[config.mk]
export PLATFORM = sky130hd
export DESIGN_NAME = ahb_bus_arbiter
export DESIGN_NICKNAME = d
export VERILOG_FILES = /design/src/rtl/ahb_arb_pkg.sv /design/src/rtl/arb_rr_select.sv /design/src/rtl/ahb_bus_arbiter.sv
export SDC_FILE = /design/constraint.sdc
export NUM_CORES = 1
export LEC_CHECK = 0
export ABC_AREA = 1
export CAP_MARGIN = 20
export CORE_MARGIN = 1.5
export CORE_UTILIZATION = 39
export CTS_CLUSTER_DIAMETER = 200
export DETAILED_ROUTE_END_ITERATION = 8
export PLACE_DENSITY = 0.67
export SETUP_SLACK_MARGIN = 0.02
export SYNTH_ARGS = -nofsm -noshare
export SYNTH_HDL_FRONTEND = slang
export SYNTH_SLANG_ARGS = --single-unit
[constraint.sdc]
create_clock -name i_clk -period 5 [get_ports i_clk]
set_clock_uncertainty 0.1 [all_clocks]
set_input_delay 0.75 -clock i_clk [delete_from_list [all_inputs] [get_ports i_clk]]
set_output_delay 0.75 -clock i_clk [all_outputs]
set_load 0.01 [all_outputs]
[src/rtl/ahb_arb_pkg.sv]
// Shared constants and types for the AHB-Lite bus arbiter and its round-robin picker.
package ahb_arb_pkg;

  localparam logic [1:0] IDLE   = 2'b00;
  localparam logic [1:0] BUSY   = 2'b01;
  localparam logic [1:0] NONSEQ = 2'b10;
  localparam logic [1:0] SEQ    = 2'b11;

  localparam int BEAT_CNT_W = 8;
  localparam int PERF_CNT_W = 32;

  // LOCKED mirrors lock_hold: the owner is inside an HLOCK sequence.
  typedef enum logic {
    ARB_OWN    = 1'b0,
    ARB_LOCKED = 1'b1
  } arb_state_e;

  function automatic logic beat_accepted(input logic [1:0] htrans);
    return (htrans == NONSEQ) || (htrans == SEQ);
  endfunction

endpackage

[src/rtl/arb_rr_select.sv]
// Combinational round-robin picker: first set request searching upward from ptr_i
// (inclusive) with wrap-around. Callers exclude the current owner by masking req_i.
module arb_rr_select #(
  parameter int N     = 2,
  parameter int IDX_W = (N > 1) ? $clog2(N) : 1
) (
  input  logic [N-1:0]     req_i,
  input  logic [IDX_W-1:0] ptr_i,
  output logic [N-1:0]     grant_o,
  output logic [IDX_W-1:0] idx_o,
  output logic             valid_o
);

  logic [2*N-1:0] req_dbl;
  logic [N-1:0]   req_rot;

  // Rotating a doubled copy puts ptr_i at bit 0, so a plain priority scan does the wrap.
  assign req_dbl = {req_i, req_i} >> ptr_i;
  assign req_rot = req_dbl[N-1:0];

  always_comb begin
    int sum;
    // NOTE: every output gets a default before the scan so no path leaves a latch.
    grant_o = '0;
    idx_o   = '0;
    valid_o = 1'b0;
    sum     = 0;
    for (int k = 0; k < N; k++) begin
      if (!valid_o && req_rot[k]) begin
        sum = int'(ptr_i) + k;
        if (sum >= N) sum = sum - N;
        valid_o = 1'b1;
        idx_o   = IDX_W'(sum);
      end
    end
    if (valid_o) grant_o = N'(1) << idx_o;
  end

endmodule

[src/rtl/ahb_bus_arbiter.sv]
// Round-robin AHB-Lite address-phase arbiter with HLOCK sequences and a per-grant beat cap.
// Define ARB_PERF_CNT_EN to add per-master accepted-beat and wait-cycle counters.
module ahb_bus_arbiter
  import ahb_arb_pkg::*;
#(
  parameter int NUM_MASTERS    = 2,
  parameter int MAX_BEATS      = 16,
  parameter int DEFAULT_MASTER = 0,
  parameter int MIDX_W         = (NUM_MASTERS > 1) ? $clog2(NUM_MASTERS) : 1
) (
  input  logic                              i_clk,
  input  logic                              i_rst,
  input  logic [NUM_MASTERS-1:0]            i_req,
  input  logic [NUM_MASTERS-1:0]            i_hlock,
  input  logic [1:0]                        i_htrans,
  input  logic                              i_hready,
`ifdef ARB_PERF_CNT_EN
  input  logic                              i_cnt_clr,
  output logic [NUM_MASTERS*PERF_CNT_W-1:0] o_beat_cnt,
  output logic [NUM_MASTERS*PERF_CNT_W-1:0] o_wait_cnt,
`endif
  output logic [NUM_MASTERS-1:0]            o_hgrant,
  output logic [MIDX_W-1:0]                 o_hmaster,
  output logic [MIDX_W-1:0]                 o_hmaster_data,
  output logic                              o_data_valid,
  output logic                              o_hmastlock
);

  localparam logic [MIDX_W-1:0]      DEFAULT_IDX   = MIDX_W'(DEFAULT_MASTER);
  localparam logic [NUM_MASTERS-1:0] DEFAULT_GRANT = NUM_MASTERS'(1) << DEFAULT_MASTER;
  localparam logic [BEAT_CNT_W-1:0]  CNT_MAX       = BEAT_CNT_W'(MAX_BEATS);

  arb_state_e                state_q, state_d;
  logic [MIDX_W-1:0]         owner_q, owner_d;
  logic [NUM_MASTERS-1:0]    grant_q, grant_d;
  logic [BEAT_CNT_W-1:0]     beat_cnt_q, beat_cnt_d;
  logic [MIDX_W-1:0]         hmaster_data_q;
  logic                      data_valid_q;

  logic                      beat;
  logic                      owner_hlock;
  logic                      lock_active;
  logic                      cap_hit;
  logic                      do_switch;
  logic [BEAT_CNT_W:0]       cnt_inc;
  logic [NUM_MASTERS-1:0]    owner_mask;
  logic [NUM_MASTERS-1:0]    other_req;
  logic [NUM_MASTERS-1:0]    pick_grant;
  logic [MIDX_W-1:0]         pick_idx;
  logic                      pick_valid;

  assign owner_mask = NUM_MASTERS'(1) << owner_q;
  assign other_req  = i_req & ~owner_mask;

  arb_rr_select #(
    .N     (NUM_MASTERS),
    .IDX_W (MIDX_W)
  ) u_rr_select (
    .req_i   (other_req),
    .ptr_i   (owner_q),
    .grant_o (pick_grant),
    .idx_o   (pick_idx),
    .valid_o (pick_valid)
  );

  always_comb begin
    beat        = beat_accepted(i_htrans);
    owner_hlock = i_hlock[owner_q];
    // A locked beat protects itself even before lock_hold has been registered.
    lock_active = (state_q == ARB_LOCKED) || (beat && owner_hlock);
    cnt_inc     = {1'b0, beat_cnt_q} + (BEAT_CNT_W + 1)'(1);
    cap_hit     = beat && (cnt_inc >= {1'b0, CNT_MAX});
    do_switch   = pick_valid && !lock_active &&
                  ((i_htrans == IDLE) || cap_hit || !i_req[owner_q]);
  end

  always_comb begin
    owner_d    = owner_q;
    grant_d    = grant_q;
    beat_cnt_d = beat_cnt_q;
    state_d    = state_q;

    if (do_switch) begin
      owner_d    = pick_idx;
      grant_d    = pick_grant;
      beat_cnt_d = '0;
    end else if (beat) begin
      // At the cap a locked owner saturates; an unchallenged owner starts a fresh grant.
      if (cap_hit) beat_cnt_d = lock_active ? CNT_MAX : '0;
      else         beat_cnt_d = cnt_inc[BEAT_CNT_W-1:0];
    end

    unique case (i_htrans)
      IDLE:        if (!owner_hlock) state_d = ARB_OWN;
      BUSY:        state_d = state_q;
      NONSEQ, SEQ: state_d = owner_hlock ? ARB_LOCKED : ARB_OWN;
      default:     state_d = state_q;
    endcase
  end

  always_ff @(posedge i_clk) begin
    // NOTE: state registers use non-blocking assignments so every flop samples pre-edge values.
    if (i_rst) begin
      state_q        <= ARB_OWN;
      owner_q        <= DEFAULT_IDX;
      grant_q        <= DEFAULT_GRANT;
      beat_cnt_q     <= '0;
      hmaster_data_q <= DEFAULT_IDX;
      data_valid_q   <= 1'b0;
    end else if (i_hready) begin
      state_q        <= state_d;
      owner_q        <= owner_d;
      grant_q        <= grant_d;
      beat_cnt_q     <= beat_cnt_d;
      hmaster_data_q <= owner_q;
      data_valid_q   <= beat;
    end
  end

  assign o_hgrant       = grant_q;
  assign o_hmaster      = owner_q;
  assign o_hmaster_data = hmaster_data_q;
  assign o_data_valid   = data_valid_q;
  assign o_hmastlock    = owner_hlock && (i_htrans != IDLE);

`ifdef ARB_PERF_CNT_EN
  localparam logic [PERF_CNT_W-1:0] PERF_SAT = '1;

  for (genvar m = 0; m < NUM_MASTERS; m++) begin : g_perf
    logic [PERF_CNT_W-1:0] beat_perf_q;
    logic [PERF_CNT_W-1:0] wait_perf_q;

    always_ff @(posedge i_clk) begin
      if (i_rst || i_cnt_clr) begin
        beat_perf_q <= '0;
        wait_perf_q <= '0;
      end else if (i_hready) begin
        if (beat && (owner_q == MIDX_W'(m)) && (beat_perf_q != PERF_SAT))
          beat_perf_q <= beat_perf_q + PERF_CNT_W'(1);
        if (i_req[m] && !grant_q[m] && (wait_perf_q != PERF_SAT))
          wait_perf_q <= wait_perf_q + PERF_CNT_W'(1);
      end
    end

    assign o_beat_cnt[m*PERF_CNT_W +: PERF_CNT_W] = beat_perf_q;
    assign o_wait_cnt[m*PERF_CNT_W +: PERF_CNT_W] = wait_perf_q;
  end
`endif

endmodule

# Yosys cells after proc, flatten, opt, wreduce, memory -nomap -nowiden
# Cells that the tools add are included.
# word_totals
rom_bits	0
in_bits	9
latch_bits	0
ramBits	0
mem_count	0
ff_bits	14
# classes
shifts	3
reduce_logical	20
n_lt_le_gt_ge	4
multipliers	0
n_addsub	4
bitwise_logic	3
div_mod_pow	0
eq_ne	4
mux	18
# op_table
cell	n
$mux 8	3
$mux 1	12
$add 8x1->9 const B	1
$ge 9x5->1 const B	1
$logic_and 1x1->1	6
$mux 5	1
$eq 2x2->1 const B	2
$logic_or 1x1->1	4
$reduce_and 2->1	2
$reduce_bool 2->1	2
$shl 1x1->2 const A	2
$shr 4x1->2	1
$logic_not 1->1	3
$reduce_and 3->1	1
$add 1x1->2 const B	1
$and 2x2->2	1
$eq 2x1->1 const B	1
$ge 1x2->1 const B	1
$ge 2x2->1 const B	1
$logic_not 2->1	1
$lt 1x2->1 const B	1
$mux 2	1
$ne 2x2->1 const B	1
$not 2->2	1
other kinds (4)	5

# Depth between registers and ports, before layout
# depth
ltp_word	12
mapped_depth	14
ltp_nobuf	13

# Cells and area by module
# Synthesis repeated with hierarchy kept, for this count alone.
# unflattened
hier_cells	156
area_unflattened_um2	984.7
# modules_own_cells
module	cells_per_inst	area_per_inst_um2	instances
ahb_bus_arbiter	149	954.7	1
arb_rr_select	7	30.0	1

# Least setup slack after synthesis
# Ideal clock, no wire load.
# synth_path
kind	input port to output port
start	in i_hlock[1]
end	out o_hmastlock
arrival_ns	1.109
n_path_buf	0
setup_slack_ns	3.041
stages	4
cell_sequence	nand2_1 -> nand2_1 -> inv_2 -> a21oi_1
# synth_between
elab_chain_cells	3
# synth_rtl
element	line	source
from (decl)	ahb_bus_arbiter.sv:14	input logic [NUM_MASTERS-1:0] i_hlock,
$mux 1 (not written as such) (2 in a row)	ahb_bus_arbiter.sv:68	owner_hlock = i_hlock[owner_q];
$logic_and 1x1->1	ahb_bus_arbiter.sv:124	assign o_hmastlock = owner_hlock && (i_htrans != IDLE);
to (decl)	ahb_bus_arbiter.sv:26	output logic o_hmastlock
# Every way passes these cells. The select of a mux whose other input is x is not followed.

# Final worst setup path
# layout_path
start	in i_htrans[1]
end	out o_hmastlock
# layout_between
elab_chain_cells	2
# layout_rtl
element	line	source
from (decl)	ahb_bus_arbiter.sv:15	input logic [1:0] i_htrans,
$reduce_bool 2->1	ahb_bus_arbiter.sv:124	
$logic_and 1x1->1	ahb_bus_arbiter.sv:124	
# Every way passes these cells.

==> results by group <==
Setup path
  – Crit path launch type: input port
  – Top cell by count, worst path: clkdlybuf4s50_1
  – CP arrival: about 2.1 ns
  – Setup CP Type: in2out
  – Slowest stage delay, CP: roughly 0.56 ns
  – Nature of the critical path endpoint: output port
  – Critical Path RT: approximately 4.2 ns
  – CP bufs+invs: 3
  – Worst-path fanout max: 4
  – CP cell instances: clkdlybuf4s50_1 > inv_1 > a21oi_1 > clkdlybuf4s50_1
  – Delay-heaviest family, CP: buffers and inverters
  – Slowest CP cell: clkdlybuf4s50_1

Cells and area
  – Nets@finish: between 150 and 200
  – Layout cells sized above 1: 0.0979
  – Seq. cell area: between 200 and 300 µm²
  – Synthesis-to-finish area growth: 22.7%
  – Core Util, Final: 0.518
  – Multi-input logic area: 474 µm²
  – # diodes: 0
  – Fill count: 217

STA
  – Fin. Hold Viols: 0
  – Final TNS setup: 0 ns
  – Fmax: between 300 and 400 MHz
  – RSZ-0062 raised after global routing: no
  – Endpoints failing setup: 0
  – Worst-Margin Slew: approximately 0.45 ns
  – Final Max Tran Viols: 0
  – Slew HR: 0.701
  – Post-route clock period utilization: 0.594
  – Tmin final: just under 3 ns

Power
  – PD cells: 232 nW/µm²
  – Maximum vdd ir drop: around 0.16 mV
  – LEAKAGE: 0.450 nW

CTS
  – Hold buffers post-CTS: 0
  – Clk slew on worst S/H paths: roughly 0.080 ns
  – Setup bufs post-CTS: 0
  – Post-cts resize count: 0
  – Clock sinks: 14
  – Skew-Pair Late Insertion Delay: 0.27 ns
  – H-tree levels: 1
  – Number of CTS-inserted buffers: 3
  – Clk root buf: clkbuf_4
  – Clock Tree Buf Depth: 2
  – CTS tree: yes

Placed design
  – Number of port buffers: 14
  – DP HPWL: around 1.4 mm
  – Global placer's final weighted congestion: 0.820

Detailed routing
  – DR top layer: met4
  – Router iterations before antenna repair: 7
  – Final wirelength: roughly 1.7 mm
  – Routed vias/inst: ~5
  – Met3 wire length: 69 µm
  – Routed met2 length: about 850 µm
  – Detail Route Antenna Nets: 0
  – Drt wl/cell: between 10 and 15 µm
  – Vias: 850
  – DRC viols: 0
  – Met1 WL: a little under 800 µm
  – Initial DRC Count: 12

Synth
  – Most area-consuming cells after synthesis: dfxtp_1 (33%), nand2_1 (13%), nand3_1 (8.3%), inv_1 (7.6%), nor2_1 (6.2%)
  – Commonest cells in the netlist: nand2_1 (29), inv_1 (17), dfxtp_1 (14), nand3_1 (14), nor2_1 (14)
  – Fraction of registers with async set/reset: 0
  – Ys Warns: 0
  – Post-synthesis sequential area ratio: 0.332
  – Top cell type's share of synthesized area: 0.332
  – Synth area leader: dfxtp_1
  – Cell Area, Synth: roughly 840 µm²
  – Primary FF master, synth: dfxtp_1
  – Netlist cell types: 23
  – Flops & latches, synth: 14
  – Syn_area_per_cell: around 6.6 µm²
  – Post-Syn Instances: about 130
  – Post-Syn Nets: 139
  – EDFF count, synth: 0
  – Most common cell in the synthesized netlist: nand2_1

GRT
  – GRT Total Usage: 0.165
  – Initial antenna violation count: 0
  – First-pass GRT wire length: about 3.1 mm
  – Largest net degree at the start of global routing: 15
  – Vias in the first global route: 779
  – Grt ovf: 0

Floorplanning
  – Die Span Y: about 50 µm
  – Die area: about 2500 µm²
  – Num rows: 16
  – Die Wd: 49.5 µm
  – Core ar.: approximately 2000 µm²
  – Ports: 15
  – Initial core utilization: 0.422

Hold path
  – Min-delay worst type: reg2reg

Run
  – MaxCap Viol Count: 0

Outcome
  – Status: finished, final reports clean
## registers in the layout, summed over array words and instances, names as in the netlist
signal and count:
state_q 1, o_data_valid 1, o_hmaster 1, o_hmaster_data 1, beat_cnt_q 8, o_hgrant 2
## placed cells by master (no fill, tap or decap)
cell type	n
nor2_2	2
o211ai_1	1
nand3b_1	1
o21ai_1	3
nand2_2	2
nor3_1	4
nor2_1	14
nand4_1	1
nor3b_1	1
a221oi_2	1
nand3_4	1
nand2_4	2
a21oi_1	10
inv_1	17
dfxtp_1	14
ha_1	2
clkbuf_4	3
inv_2	2
nand2_1	29
nand3_1	14
o21ai_0	3
clkdlybuf4s50_1	14
clkbuf_8	1
a221oi_1	1
## stage by stage
| stage | cell area, µm² | setup WS [ns] | hold WS [ns] | total power [mW] | cells |
|---|---|---|---|---|---|
| 2_1_floorplan | 845 | 3.04 | 0.349 | 0.148 | 128 |
| 3_3_place_gp | 1000 | 2.05 | 0.353 | 0.164 | 166 |
| 3_5_place_dp | 1000 | 2.03 | 0.357 | 0.165 | 166 |
| 4_1_cts | 1040 | 2.02 | 0.372 | 0.245 | 170 |
| 5_1_grt | 1040 | 1.97 | 0.403 | 0.256 | 170 |
| 6_report | 1040 | 2.03 | 0.367 | 0.240 | 170 |
## layer usage
layer	up-vias	track usage
li1	444	-
met1	374	0.198
met2	28	0.284
met3	4	0.0182
met4	0	0.0926
met5	-	0
## where the power goes
part           internal (mW)  switching (mW)  leakage [nW]
clock                 0.0443          0.0338        0.0210
combinational         0.0194          0.0232         0.315
sequential             0.116         0.00370         0.114
## worst register-to-register path, cell delays in order, from the launching register on
cell	delay [ns]
dfxtp_1	0.35
ha_1	0.24
nand2_1	0.12
inv_1	0.07
nand3_1	0.08
nand3_1	0.07
nor2_1	0.13
nand2_2	0.10
nand2_4	0.10
nand2_4	0.07
nand3_4	0.13
nand2_1	0.11
nor3_1	0.15
## area by class of cell
type / instances / area share
Inverter: 19 / 0.0688
Timing Repair Buffer: 14 / 0.135
Sequential cell: 14 / 0.271
Multi-Input combinational cell: 92 / 0.458
Tap cell: 27 / 0.0326
Clock buffer: 4 / 0.0350
## logic make-up (layout without fill, tap and decap cells)
logic type                 Yosys count  in the layout  share of synthesized area
AOI/OAI and AO/OA                   19             19                      0.132
DFF                                 14             14                      0.332
and+or+nand+nor                     71             71                      0.400
adders and majority gates            2              2                     0.0296
buffers and inverters               22             37                      0.107
## path summary, 6_finish.rpt
path | from | endpoint | slack [ns] | cells after the start
setup / recovery | i_htrans[1] | o_hmastlock | 2.03 | 4
hold / removal | o_hgrant[1] | o_hgrant[1] | 0.37 | 2
setup reg to reg | beat_cnt_q[0] | beat_cnt_q[7] | 3.10 | 12
hold reg to reg | o_hgrant[1] | o_hgrant[1] | 0.37 | 2
No activity file was read; power rests on OpenSTA's default activity.
